### config.mk
export PLATFORM = sky130hd
export DESIGN_NAME = nist_window_monitor
export DESIGN_NICKNAME = d
export VERILOG_FILES = /design/src/rtl/nist_window_monitor.sv
export SDC_FILE = /design/constraint.sdc
export NUM_CORES = 1
export LEC_CHECK = 0
export ABC_AREA = 1
export BUFFER_PORTS_ARGS = -buffer_cell sky130_fd_sc_hd__buf_2
export CAP_MARGIN = 40
export CELL_PAD_IN_SITES_DETAIL_PLACEMENT = 1
export CELL_PAD_IN_SITES_GLOBAL_PLACEMENT = 1
export CORE_UTILIZATION = 25
export CTS_CLUSTER_SIZE = 8
export DETAILED_ROUTE_END_ITERATION = 10
export PLACE_DENSITY_LB_ADDON = 0.3
export RECOVER_POWER = 100
export SLEW_MARGIN = 20
export SYNTH_ARGS = -nofsm -noshare
export SYNTH_HDL_FRONTEND = slang
export SYNTH_SLANG_ARGS = --single-unit
### constraint.sdc
create_clock -name clk -period 3.32 [get_ports clk]
set_input_delay 0.498 -clock clk [delete_from_list [all_inputs] [get_ports clk]]
set_output_delay 0.498 -clock clk [all_outputs]
set_load 0.01 [all_outputs]
### src/rtl/nist_window_monitor.sv
// nist_window_monitor: windowed monobit/runs/longest-run randomness monitor with sticky flags.
// Define NIST_REPCOUNT_EN to build the continuous repetition-count test driving err_rep.
module nist_window_monitor #(
    parameter int WIN_LOG2 = 10,
    parameter int FREQ_TOL = 64,
    parameter int RUNS_MIN = 448,
    parameter int RUNS_MAX = 576,
    parameter int LRUN_MAX = 20,
    parameter int FAIL_W   = 8,
    parameter int REP_MAX  = 32
) (
    input  logic                clk,
    input  logic                rst,
    input  logic                en,
    input  logic                rnd_in,
    input  logic                rnd_valid,
    input  logic                clr_err,
    output logic                win_done,
    output logic                pass,
    output logic                err_freq,
    output logic                err_runs,
    output logic                err_lrun,
    output logic                err_rep,
    output logic [WIN_LOG2:0]   ones_cnt,
    output logic [WIN_LOG2:0]   runs_cnt,
    output logic [WIN_LOG2:0]   lrun_cnt,
    output logic [FAIL_W-1:0]   fail_cnt
);
    localparam int CW = WIN_LOG2 + 1;
    localparam int DW = WIN_LOG2 + 2;
    localparam int HALF = 2 ** (WIN_LOG2 - 1);
    localparam logic [CW-1:0] N_LAST = {1'b0, {WIN_LOG2{1'b1}}};

    typedef enum logic [1:0] {IDLE, COLLECT, EVAL} state_t;
    state_t r_state, w_next;

    logic [CW-1:0] r_bit_cnt, r_ones, r_runs, r_cur, r_max;
    logic          r_prev;
    logic          w_acc, w_last, w_first, w_diff, w_eval;
    logic [CW-1:0] w_cur_n, w_runs_n, w_max_n;
    logic signed [DW-1:0] w_dev;
    logic [DW-1:0] w_abs;
    logic          w_fail_f, w_fail_r, w_fail_l, w_fail;

    assign w_acc   = (r_state == COLLECT) && en && rnd_valid;
    assign w_last  = r_bit_cnt == N_LAST;
    assign w_first = r_bit_cnt == '0;
    assign w_diff  = rnd_in != r_prev;
    assign w_eval  = r_state == EVAL;
    assign win_done = w_eval;

    always_comb begin
        w_next = r_state;
        unique case (r_state)
            IDLE:    w_next = en ? COLLECT : IDLE;
            COLLECT: w_next = !en ? IDLE : (w_acc && w_last) ? EVAL : COLLECT;
            EVAL:    w_next = en ? COLLECT : IDLE;
            default: w_next = IDLE;
        endcase
    end

    always_ff @(posedge clk) begin
        if (rst) r_state <= IDLE;
        else     r_state <= w_next;
    end

    assign w_cur_n  = (w_first || w_diff) ? CW'(1) : r_cur + 1'b1;
    assign w_runs_n = w_first ? CW'(1) : r_runs + CW'(w_diff);
    assign w_max_n  = (w_cur_n > r_max) ? w_cur_n : r_max;

    // Window counters are zero whenever not collecting, which also discards an aborted window.
    always_ff @(posedge clk) begin
        if (rst || r_state != COLLECT || !en) begin
            r_bit_cnt <= '0;
            r_ones    <= '0;
            r_runs    <= '0;
            r_cur     <= '0;
            r_max     <= '0;
            r_prev    <= 1'b0;
        end else if (rnd_valid) begin
            r_bit_cnt <= r_bit_cnt + 1'b1;
            r_ones    <= r_ones + CW'(rnd_in);
            r_runs    <= w_runs_n;
            r_cur     <= w_cur_n;
            r_max     <= w_max_n;
            r_prev    <= rnd_in;
        end
    end

    assign w_dev    = $signed({1'b0, r_ones}) - DW'(HALF);
    assign w_abs    = w_dev[DW-1] ? DW'(-w_dev) : DW'(w_dev);
    assign w_fail_f = w_abs > DW'(FREQ_TOL);
    assign w_fail_r = (r_runs < CW'(RUNS_MIN)) || (r_runs > CW'(RUNS_MAX));
    assign w_fail_l = r_max > CW'(LRUN_MAX);
    assign w_fail   = w_fail_f | w_fail_r | w_fail_l;

    // A failing evaluation overrides a simultaneous clear.
    always_ff @(posedge clk) begin
        if (rst) begin
            pass     <= 1'b0;
            ones_cnt <= '0;
            runs_cnt <= '0;
            lrun_cnt <= '0;
            err_freq <= 1'b0;
            err_runs <= 1'b0;
            err_lrun <= 1'b0;
            fail_cnt <= '0;
        end else begin
            if (w_eval) begin
                pass     <= !w_fail;
                ones_cnt <= r_ones;
                runs_cnt <= r_runs;
                lrun_cnt <= r_max;
            end
            err_freq <= (err_freq & !clr_err) | (w_eval & w_fail_f);
            err_runs <= (err_runs & !clr_err) | (w_eval & w_fail_r);
            err_lrun <= (err_lrun & !clr_err) | (w_eval & w_fail_l);
            fail_cnt <= (w_eval && w_fail) ? (clr_err ? FAIL_W'(1) : (&fail_cnt) ? fail_cnt : fail_cnt + 1'b1)
                      : clr_err ? '0 : fail_cnt;
        end
    end

`ifdef NIST_REPCOUNT_EN
    localparam int RW = $clog2(REP_MAX + 1);
    logic [RW-1:0] r_rep_cnt, w_rep_n;
    logic          r_rep_prev;

    assign w_rep_n = (r_rep_cnt != '0 && rnd_in == r_rep_prev)
                   ? ((r_rep_cnt == RW'(REP_MAX)) ? r_rep_cnt : r_rep_cnt + 1'b1) : RW'(1);

    always_ff @(posedge clk) begin
        if (rst || !en) begin
            r_rep_cnt  <= '0;
            r_rep_prev <= 1'b0;
        end else if (w_acc) begin
            r_rep_cnt  <= w_rep_n;
            r_rep_prev <= rnd_in;
        end
    end

    always_ff @(posedge clk) begin
        if (rst) err_rep <= 1'b0;
        else     err_rep <= (err_rep & !clr_err) | (w_acc && w_rep_n == RW'(REP_MAX));
    end
`else
    assign err_rep = 1'b0;
`endif
endmodule

==> metrics.md <==
| Metric | Value |
|---|---|
| Slew @ Worst Pin | 1.05 ns |
| WS Path Type | reg -> reg |
| Placement-stage cell area | 5250 µm² |
| Worst-path fanout max | 10 |
| Synth Flop Type | dfxtp_1 |
| Post-Route WL | 13.0 mm |
| Post-synth EDFFs | 0 |
| Post-CTS Hold Fix Bufs | 0 |
| Worst-case clock buffer depth | 2 |
| # rows | 49 |
| Global-route usage over all layers | 14.1% |
| Worst hold slack | 0.443 ns |
| IO Pins | 53 |
| Setup crit end kind | register |
| Initial antenna violation count | 0 |
| Power Dens Cells | 445 nW/µm² |
| Pin count of the biggest net entering global routing | 39 |
| Setup violators final | 0 |
| Clk_skew | 0.0103 ns |
| CTS tree | built |
| Routed vias | 4,362 |
| Worst Setup Start Kind | register |
| CP most frequent cell | nand2_1 |
| FFs w/ async S/R, synth | 0% |
| Core area | 18,200 µm² |
| Max-capacitance violation count | 0 |
| Detail Route Antenna Nets | 0 |
| CTS buffer count | 9 |
| Port bufs | 51 |
| GPL Wtd Cong | 0.813 |
| Fmax | 0.339 GHz |
| Fillcell total | 2,257 |
| Area grow syn2layout | 16.4% |
| Hold crit path type | in -> reg |
| Count of cell types in the netlist | 35 |
| Syn avg cell area | 7.24 µm² |
| Final nets | 730 |
| Vias in the first global route | 4,411 |
| DR WL/cell | 13.8 µm |
| Gr ovfl total | 0 |
| Residual DRC count | 0 |
| CP required | 3.55 ns |
| N_diodes | 0 |
| Share of layout cells above drive strength 1 | 4.66% |
| Die Span Y | 139 µm |
| VDD IR-drop max | 0.202 mV |
| First-pass GRT wire length | 22.0 mm |
| Post-Syn Nets | 676 |
| Multi-input gate area | 2220 µm² |
| Post-Syn Area | 4700 µm² |
| Max transition margin | 30.0% |
| Setup TNS | 0 ns |
| Final hold vios | 0 |
| Final Cycle Share | 88.7% |
| Leakage | 0.00211 µW |
| Max Slew Vio Count | 0 |
| Slowest CP cell | nor3_1 |
| Sink Count | 103 |
| Syn. warnings | 0 |
| Worst-path cell chain | inv_1 -> ha_1 -> nand2_1 -> nor3_1 -> nand2_1 -> nand2_1 -> nor3_1 -> ha_1 -> a21oi_1 -> o21ai_0 -> nand3b_1 -> nand3_1 -> nand2_2 -> inv_1 -> o21ai_0 -> a21oi_1 |
| Initial Util | 25.8% |
| Hpwl dp | 9.78 mm |
| Root Driver | clkbuf_16 |
| Vias per inst | 4.66 |
| First-pass DRT Iterations | 6 |
| Cells after Synth | 649 |
| Die footprint | 19,300 µm² |
| Reg area | 2060 µm² |
| Sequential fraction of the synthesis area | 43.9% |
| RSZ-0062 raised after global routing | no |
| Final instance area | 5470 µm² |
| H-tree levels | 3 |
| CP max stage delay | 0.52 ns |
| Clk_lat worst skew | 0.35 ns |
| Period minus WS final | 2.95 ns |
| DRT iter0 DRCs | 175 |
| Status | finished clean |
| #FFs+latches synth | 103 |
| DIE WIDTH | 139 µm |
| Data arrival, critical path | 3.18 ns |
| Clock transition at path regs | 0.07 ns |
## where the power goes
group          total (µW)  internal [µW]  switching, µW
clock network        1110            628            483
registers            1240           1240           3.62
logic                79.9           23.3           56.6
total                2430           1890            543
## final timing paths
check	from	to	slack, ns	cells after the start
worst max-delay path	r_bit_cnt[1]$_SDFFE_PP0P_	r_max[4]$_SDFFE_PP0P_	0.37	16
worst min-delay path	rnd_in	r_prev$_SDFFE_PP0P_	0.44	3
worst max register to register	r_bit_cnt[1]$_SDFFE_PP0P_	r_max[4]$_SDFFE_PP0P_	0.37	16
worst min register to register	r_max[9]$_SDFFE_PP0P_	r_max[9]$_SDFFE_PP0P_	0.47	2
## per-stage QoR
stage / utilization (%) / power, µW / worst slack [ns] / instances
floorplan: - / 1320 / 0.847 / 649
global placement: 28.8 / 1350 / 0.212 / 920
detailed placement: 28.8 / 1350 / 0.0814 / 921
CTS: 30.5 / 2470 / 0.201 / 937
global route: 30.0 / 2530 / 0.0302 / 937
finish: 30.0 / 2430 / 0.374 / 937
## flip-flops by register name, indices dropped and copies added (netlist names), 2 cells and up
name / count
ones_cnt: 11
r_runs: 11
r_max: 11
r_bit_cnt: 11
lrun_cnt: 11
runs_cnt: 11
fail_cnt: 8
r_ones: 11
r_cur: 11
r_state: 2
## repair_timing
| item | in CTS | in global routing |
|---|---|---|
| resized for setup | 0 | 2 |
| buffers inserted | 0 | 0 |
| setup endpoints to repair | 0 | 7 |
## cells in the mapped netlist (all sizes together), types with 3 or more instances
| master | n | area, µm² |
|---|---|---|
| a211oi | 5 | 37.5 |
| a21oi | 68 | 340 |
| buf | 5 | 38.8 |
| clkbuf | 18 | 67.6 |
| dfxtp | 103 | 2060 |
| ha | 21 | 263 |
| inv | 78 | 293 |
| nand2 | 96 | 360 |
| nand3 | 28 | 140 |
| nand3b | 3 | 22.5 |
| nand4 | 8 | 50.1 |
| nor2 | 110 | 423 |
| nor3 | 20 | 110 |
| nor4 | 3 | 18.8 |
| o21ai | 63 | 315 |
| xnor2 | 4 | 35.0 |
| xor2 | 3 | 26.3 |
## cells by family (layout without fill, tap and decap cells)
family,Yosys count,in the layout,synth area share [%]
simple gates,269,269,24.1
compound gates,145,145,16.2
flops,103,103,43.9
buf+inv,102,161,8.58
fa+ha+maj,21,21,5.60
xor+xnor,7,7,1.31
other cells,1,1,0.0799
mux,1,1,0.213
## critical path: cells and delay by family, from the launching register on
kind / cells / cell delay, ns
AOI/OAI and AO/OA: 4 / 0.52
and+or+nand+nor: 8 / 1.19
DFF: 1 / 0.36
buffers and inverters: 2 / 0.23
adders and majority gates: 2 / 0.53
## cell usage in the layout, fill, tap and decap left out, types with 3 or more instances in the layout
| master | netlist | routed |
|---|---|---|
| nor4_1 | 3 | 3 |
| dfxtp_1 | 103 | 103 |
| nand2_1 | 96 | 95 |
| nand3_1 | 28 | 28 |
| o21ai_0 | 63 | 63 |
| nand4_1 | 8 | 8 |
| buf_4 | 3 | 8 |
| ha_1 | 21 | 21 |
| xor2_1 | 3 | 3 |
| buf_2 | 1 | 4 |
| xnor2_1 | 4 | 4 |
| nor2_1 | 108 | 109 |
| nand3b_1 | 3 | 3 |
| nor3_1 | 18 | 20 |
| inv_1 | 76 | 76 |
| a21oi_1 | 68 | 67 |
| clkbuf_16 | 0 | 9 |
| a211oi_1 | 5 | 5 |
| clkbuf_1 | 18 | 54 |
## metal layers
layer  share of wire [%]  GRT usage (%)
met1                  49           18.0
met2                  47           23.5
met3                 2.3           2.56
met4                 1.5           5.38
met5                   0              0
## cell type report
type / instances / share of cell area [%]
clock buffer: 12 / 4.69
clock inverter: 4 / 0.938
inverter: 79 / 5.42
multi-input combinational: 444 / 40.6
sequential: 103 / 37.7
tap: 229 / 5.24
timing repair buffer: 66 / 5.38
Note: power is estimated with default switching activity, not from simulation.
